==> src/rtl/spi_xfer_ctrl.sv <==
// Frame-level SPI transfer sequencer: buffers TX bytes, drives chip select and
// hands one byte at a time to an external spi_master, returning received bytes.
module spi_xfer_ctrl #(
  parameter int SETUP_CYC = 1,
  parameter int GAP_CYC   = 2,
  parameter int TX_DEPTH  = 4
) (
  input  logic       clk,
  input  logic       rst,
  input  logic [7:0] tx_data,
  input  logic       tx_last,
  input  logic       tx_valid,
  output logic       tx_ready,
  output logic [7:0] rx_data,
  output logic       rx_valid,
  output logic       rx_last,
  output logic [7:0] m_mosi_in,
  output logic       m_start,
  input  logic [7:0] m_miso_out,
  input  logic       m_done,
  output logic       cs,
  output logic       busy,
  output logic [7:0] frame_cnt
);

  localparam int          AW         = $clog2(TX_DEPTH);
  localparam logic [AW:0] DEPTH_C    = (AW+1)'(TX_DEPTH);
  localparam logic [3:0]  SETUP_LAST = 4'(SETUP_CYC - 1);
  localparam logic [3:0]  GAP_LAST   = 4'(GAP_CYC - 1);

  typedef enum logic [2:0] {
    S_IDLE,
    S_SETUP,
    S_START,
    S_WAIT_DONE,
    S_NEXT,
    S_HOLD,
    S_GAP
  } state_t;

  logic [8:0]    r_mem [TX_DEPTH];
  logic [AW-1:0] r_wptr;
  logic [AW-1:0] r_rptr;
  logic [AW:0]   r_count;
  logic          r_rdy_en;

  state_t        r_state;
  logic [3:0]    r_cnt;
  logic          r_cs;
  logic [7:0]    r_mosi;
  logic          r_last;
  logic [7:0]    r_rx_data;
  logic          r_rx_valid;
  logic          r_rx_last;
  logic [7:0]    r_frame_cnt;

  state_t        w_state_nxt;
  logic [3:0]    w_cnt_nxt;
  logic          w_cs_nxt;
  logic          w_load;
  logic          w_frame_inc;
  logic          w_rx_cap;
  logic          w_push;
  logic          w_pop;
  logic          w_empty;
  logic          w_full;
  logic [8:0]    w_head;

  assign w_empty  = (r_count == '0);
  assign w_full   = (r_count == DEPTH_C);
  assign tx_ready = r_rdy_en && !w_full;
  assign w_push   = tx_valid && tx_ready;
  assign w_pop    = (r_state == S_START);
  assign w_head   = r_mem[r_rptr];
  assign w_rx_cap = (r_state == S_WAIT_DONE) && m_done;

  always_ff @(posedge clk) begin
    if (w_push) r_mem[r_wptr] <= {tx_last, tx_data};
  end

  // tx_ready stays low while in reset and rises on the first edge after release
  always_ff @(posedge clk or negedge rst) begin
    if (!rst) begin
      r_wptr   <= '0;
      r_rptr   <= '0;
      r_count  <= '0;
      r_rdy_en <= 1'b0;
    end else begin
      r_rdy_en <= 1'b1;
      if (w_push) r_wptr <= r_wptr + 1'b1;
      if (w_pop)  r_rptr <= r_rptr + 1'b1;
      case ({w_push, w_pop})
        2'b10:   r_count <= r_count + 1'b1;
        2'b01:   r_count <= r_count - 1'b1;
        default: r_count <= r_count;
      endcase
    end
  end

  always_comb begin
    w_state_nxt = r_state;
    w_cnt_nxt   = r_cnt;
    w_cs_nxt    = r_cs;
    w_load      = 1'b0;
    w_frame_inc = 1'b0;
    case (r_state)
      S_IDLE: begin
        if (!w_empty) begin
          w_state_nxt = S_SETUP;
          w_cs_nxt    = 1'b0;
          w_cnt_nxt   = '0;
        end
      end
      S_SETUP: begin
        if (r_cnt == SETUP_LAST) begin
          w_state_nxt = S_START;
          w_load      = 1'b1;
        end else begin
          w_cnt_nxt = r_cnt + 4'd1;
        end
      end
      S_START: w_state_nxt = S_WAIT_DONE;
      S_WAIT_DONE: begin
        if (m_done) w_state_nxt = r_last ? S_HOLD : S_NEXT;
      end
      // An empty FIFO here is an underrun: wait indefinitely with cs held low
      S_NEXT: begin
        if (!w_empty) begin
          w_state_nxt = S_START;
          w_load      = 1'b1;
        end
      end
      S_HOLD: begin
        w_state_nxt = S_GAP;
        w_cs_nxt    = 1'b1;
        w_frame_inc = 1'b1;
        w_cnt_nxt   = '0;
      end
      S_GAP: begin
        if (r_cnt == GAP_LAST) w_state_nxt = S_IDLE;
        else                   w_cnt_nxt   = r_cnt + 4'd1;
      end
      default: begin
        w_state_nxt = S_IDLE;
        w_cs_nxt    = 1'b1;
      end
    endcase
  end

  // The byte is loaded on entry to START so it is already stable while m_start is high
  always_ff @(posedge clk or negedge rst) begin
    if (!rst) begin
      r_state     <= S_IDLE;
      r_cnt       <= '0;
      r_cs        <= 1'b1;
      r_mosi      <= '0;
      r_last      <= 1'b0;
      r_rx_data   <= '0;
      r_rx_valid  <= 1'b0;
      r_rx_last   <= 1'b0;
      r_frame_cnt <= '0;
    end else begin
      r_state    <= w_state_nxt;
      r_cnt      <= w_cnt_nxt;
      r_cs       <= w_cs_nxt;
      r_rx_valid <= w_rx_cap;
      r_rx_last  <= w_rx_cap && r_last;
      if (w_load) begin
        r_last <= w_head[8];
        r_mosi <= w_head[7:0];
      end
      if (w_rx_cap)    r_rx_data   <= m_miso_out;
      if (w_frame_inc) r_frame_cnt <= r_frame_cnt + 8'd1;
    end
  end

  assign m_start   = (r_state == S_START);
  assign busy      = (r_state != S_IDLE);
  assign cs        = r_cs;
  assign m_mosi_in = r_mosi;
  assign rx_data   = r_rx_data;
  assign rx_valid  = r_rx_valid;
  assign rx_last   = r_rx_last;
  assign frame_cnt = r_frame_cnt;

endmodule

==> config.mk <==
export PLATFORM = sky130hd
export DESIGN_NAME = spi_xfer_ctrl
export DESIGN_NICKNAME = d
export VERILOG_FILES = /design/src/rtl/spi_xfer_ctrl.sv
export SDC_FILE = /design/constraint.sdc
export NUM_CORES = 1
export LEC_CHECK = 0
export BUFFER_PORTS_ARGS = -buffer_cell sky130_fd_sc_hd__buf_2
export CORE_MARGIN = 10
export CORE_UTILIZATION = 55
export DETAILED_ROUTE_END_ITERATION = 12
export PLACE_DENSITY_LB_ADDON = 0.3
export SLEW_MARGIN = 10
export SYNTH_ARGS = -nofsm -noshare
export SYNTH_HDL_FRONTEND = slang
export SYNTH_SLANG_ARGS = --single-unit
==> constraint.sdc <==
create_clock -name clk -period 4.6 [get_ports clk]
set_input_delay 0.92 -clock clk [delete_from_list [all_inputs] [get_ports clk]]
set_output_delay 0.92 -clock clk [all_outputs]
set_load 0.05 [all_outputs]
==> results.sh <==
export IMPL_outcome="finished clean"
export IMPL_cts_hold_buf=0
export IMPL_p_comb_share_pct=39.7
export IMPL_clkPwrFrac_pct=22.2
export IMPL_synth_top_area_cell="edfxtp_1"
export IMPL_postCtsResizedCells=0
export IMPL_cp_arrival_ps=1860
export IMPL_fp_row_count=28
export IMPL_slew_headroom_pct=35.9
export IMPL_irDropWorstVdd_v=0.000438
export IMPL_min_delay_start="frame_cnt[7]$_DFFE_PN0P_"
export IMPL_multi_input_area_mm2=0.00112
export IMPL_synth_area_mm2=0.00336
export IMPL_synth_async_reset_ratio_pct=54.4
export IMPL_max_stage_delay_ps=600
export IMPL_drtIter0Drc=91
export IMPL_cp_num_buf_inv=1
export IMPL_synth_edf_count=36
export IMPL_r2r_start="r_state[1]$_DFFE_PN0P_"
export IMPL_die_w_um=98.2
export IMPL_grt_pass1_wl_mm=9.39
export IMPL_p_switching_mw=1.13
export IMPL_finalHoldViolCount=0
export IMPL_crit_path_end_kind="output pin"
export IMPL_hold_path_endpoint="frame_cnt[7]$_DFFE_PN0P_"
export IMPL_antenna_cells=0
export IMPL_r2r_end="r_count[2]$_DFFE_PN0P_"
export IMPL_rsz0062_at_grt="false"
export IMPL_antenna_found_initial=0
export IMPL_syn_instance_count=219
export IMPL_worstPathMaxFanout=17
export IMPL_avgSynthCellArea_um2=15.4
export IMPL_h_tree_depth=3
export IMPL_p_int_mw=1.82
export IMPL_synth_seq_cells=79
export IMPL_tightest_slew_ps=961
export IMPL_port_buffers=50
export IMPL_max_freq_mhz=359
export IMPL_setup_viol=0
export IMPL_drc_errors=0
export IMPL_min_delay_path_class="reg -> reg"
export IMPL_yosysSeqAreaShare_pct=64.2
export IMPL_cts_buffers=9
export IMPL_leakage_nw=1.71
export IMPL_synth_distinct_cells=44
export IMPL_drive_gt1_share_pct=35.1
export IMPL_crit_type="reg -> out"
export IMPL_cp_cell_sequence="nor3b_1 -> buf_2"
export IMPL_path_delay_family="flip-flops"
export IMPL_drt_pass1_iterations=4
export IMPL_wl_mm=5.70
export IMPL_fin_crit_sh_pct=60.5
export IMPL_layout_cells_non_filler=354
export IMPL_io_pins=51
export IMPL_synth_top_flop_cell="dfrtp_1"
export IMPL_initial_core_util_pct=56.8
export IMPL_core_mm2=0.00592
export IMPL_die_area_mm2=0.00964
export IMPL_fin_skew_ps=8.48
export IMPL_final_cell_mix="buf_2 (50), dfrtp_1 (42), edfxtp_1 (36), inv_1 (13), mux2_2 (11)"
export IMPL_startpoint_type="register"
export IMPL_min_period_ps=2780
export IMPL_cts_sinks=79
export IMPL_nFillCells=427
export IMPL_r2r_setup_slack_ps=2230
export IMPL_slowest_stage="dfrtp_1"
export IMPL_synth_warnings=0
export IMPL_grt_pass1_vias=1951
export IMPL_clkTransAtPathRegs_ps=80
export IMPL_clockBufferDepth=2
export IMPL_switching_share_pct=38.3
export IMPL_required_ps=3680
export IMPL_yosys_top_cells_area="edfxtp_1 (32%), dfrtp_1 (31%), mux4_2 (6.0%), mux2_4 (4.0%), mux2_2 (3.7%)"
export IMPL_yosysTopAreaCellShare_pct=32.2
export IMPL_dp_hpwl_mm=4.05
export IMPL_gpl_final_weighted_congestion=0.762
export IMPL_whs_path_depth=1
export IMPL_powerDensity_mw_per_mm2=750
export IMPL_routedWlPerCell_um=16.1
export IMPL_fin_setup_tns_ps=0
export IMPL_rr_worst_depth=7
export IMPL_syn_nets=250
export IMPL_cts_root_buf="clkbuf_8"
export IMPL_num_vias=1874
export IMPL_grt_overflow_total=0
export IMPL_track_usage_pct=12.2
export IMPL_dp_cells=338
export IMPL_die_h_um=98.2
export IMPL_ant_nets=0
export IMPL_nets=305
export IMPL_cts_tree="done"
export IMPL_cap_violations=0
export IMPL_final_seq_area_mm2=0.00216
export IMPL_route_detailed_vias_per_inst=5.29
export IMPL_layout_cells_most_common="buf_2"
export IMPL_drv_slew=0
export IMPL_p_seq_share_pct=38.1
export IMPL_cts_setup_buffers=0
export IMPL_layout_area_overhead_vs_synth_pct=17.0
export IMPL_grt_max_degree=44
export IMPL_clkLatencyLatePin_ps=340
-- metal layers --
layer,share of wire [%],vias up,GRT usage [%]
met4,2.0,0,6.84
met1,43,915,13.9
met2,49,42,19.7
met5,0,-,0
met3,5.8,10,4.09
li1,-,907,-
-- how the worst max path moves through the flow --
stage                                      start                     end  slack (ps)  cells past startpoint
after floorplan           r_state[2]$_DFFE_PN0P_  r_count[2]$_DFFE_PN0P_        1330                      8
after global placement    r_state[1]$_DFFE_PN0P_                 m_start        2230                      2
after detailed placement  r_state[1]$_DFFE_PN0P_                 m_start        2170                      2
after CTS                 r_state[1]$_DFFE_PN0P_                 m_start        1790                      2
after global routing      r_state[1]$_DFFE_PN0P_                 m_start        1650                      2
final                     r_state[1]$_DFFE_PN0P_                 m_start        1820                      2
-- synthesized netlist by cell type (all sizes together), types with 2 or more instances --
cell,count
o21ai,4
dfrtp,42
nor2,8
nand2,6
and3,4
ha,9
mux4,9
nor3,6
xor2,8
edfxtp,36
nand3,5
nand3b,2
or3b,2
nor2b,2
buf,6
inv,13
a21oi,6
or3,2
mux2,20
nand4,2
nor3b,3
xnor2,7
-- registers in the layout, indices dropped and copies added, names as in the netlist --
signal / count
cs: 1
frame_cnt: 8
m_mosi_in: 8
r_cnt: 4
r_count: 3
r_last: 1
r_mem: 36
r_rdy_en: 1
r_rptr: 2
r_state: 3
r_wptr: 2
rx_data: 8
rx_last: 1
rx_valid: 1
-- area by class of cell --
cell class / instances / area share (%)
clock buffers: 11 / 3.34
clock inverters: 5 / 3.28
inverters: 13 / 1.24
multi-input cells: 120 / 28.4
flip-flops and latches: 79 / 54.8
well taps: 75 / 2.38
repair buffers: 51 / 6.55
-- power groups by stage --
stage                     Sequential, mW  Clock, mW  Combinational [mW]
after global routing                1.16      0.700                1.26
after floorplan                     1.39          0               0.687
after CTS                           1.13      0.668                1.19
final                               1.12      0.654                1.17
after global placement              1.13          0                1.16
after detailed placement            1.14          0                1.19
-- metrics by stage --
step	power [mW]	utilization, %	hold WS [ps]	worst slack (ps)	instance area (µm²)
3_3_place_gp	2.29	62.1	458	2230	3670
6_report	2.95	66.5	463	1820	3940
3_5_place_dp	2.32	62.1	457	2170	3670
5_1_grt	3.12	66.5	505	1650	3940
2_1_floorplan	2.07	-	476	1330	3360
4_1_cts	2.98	66.5	472	1790	3940
-- logic make-up (layout without fill, tap and decap cells) --
group	after synthesis	in the layout	share of synthesized area [%]
AOI/OAI and AO/OA	20	20	3.91
xor gates and xnor gates	15	15	3.91
adders and majority gates	10	10	3.95
buffers and inverters	20	80	2.61
DFF	79	79	64.2
muxes	30	30	14.0
other	1	1	0.112
and+or+nand+nor	44	44	7.29
-- worst reg2reg max path: stages (launching register included) --
cell	delay (ps)
dfrtp_1	600
nor3b_1	550
ha_1	280
inv_1	60
fa_1	380
xor2_1	150
nor2_1	110
xor2_1	160
No activity file was read; power rests on OpenSTA's default activity.
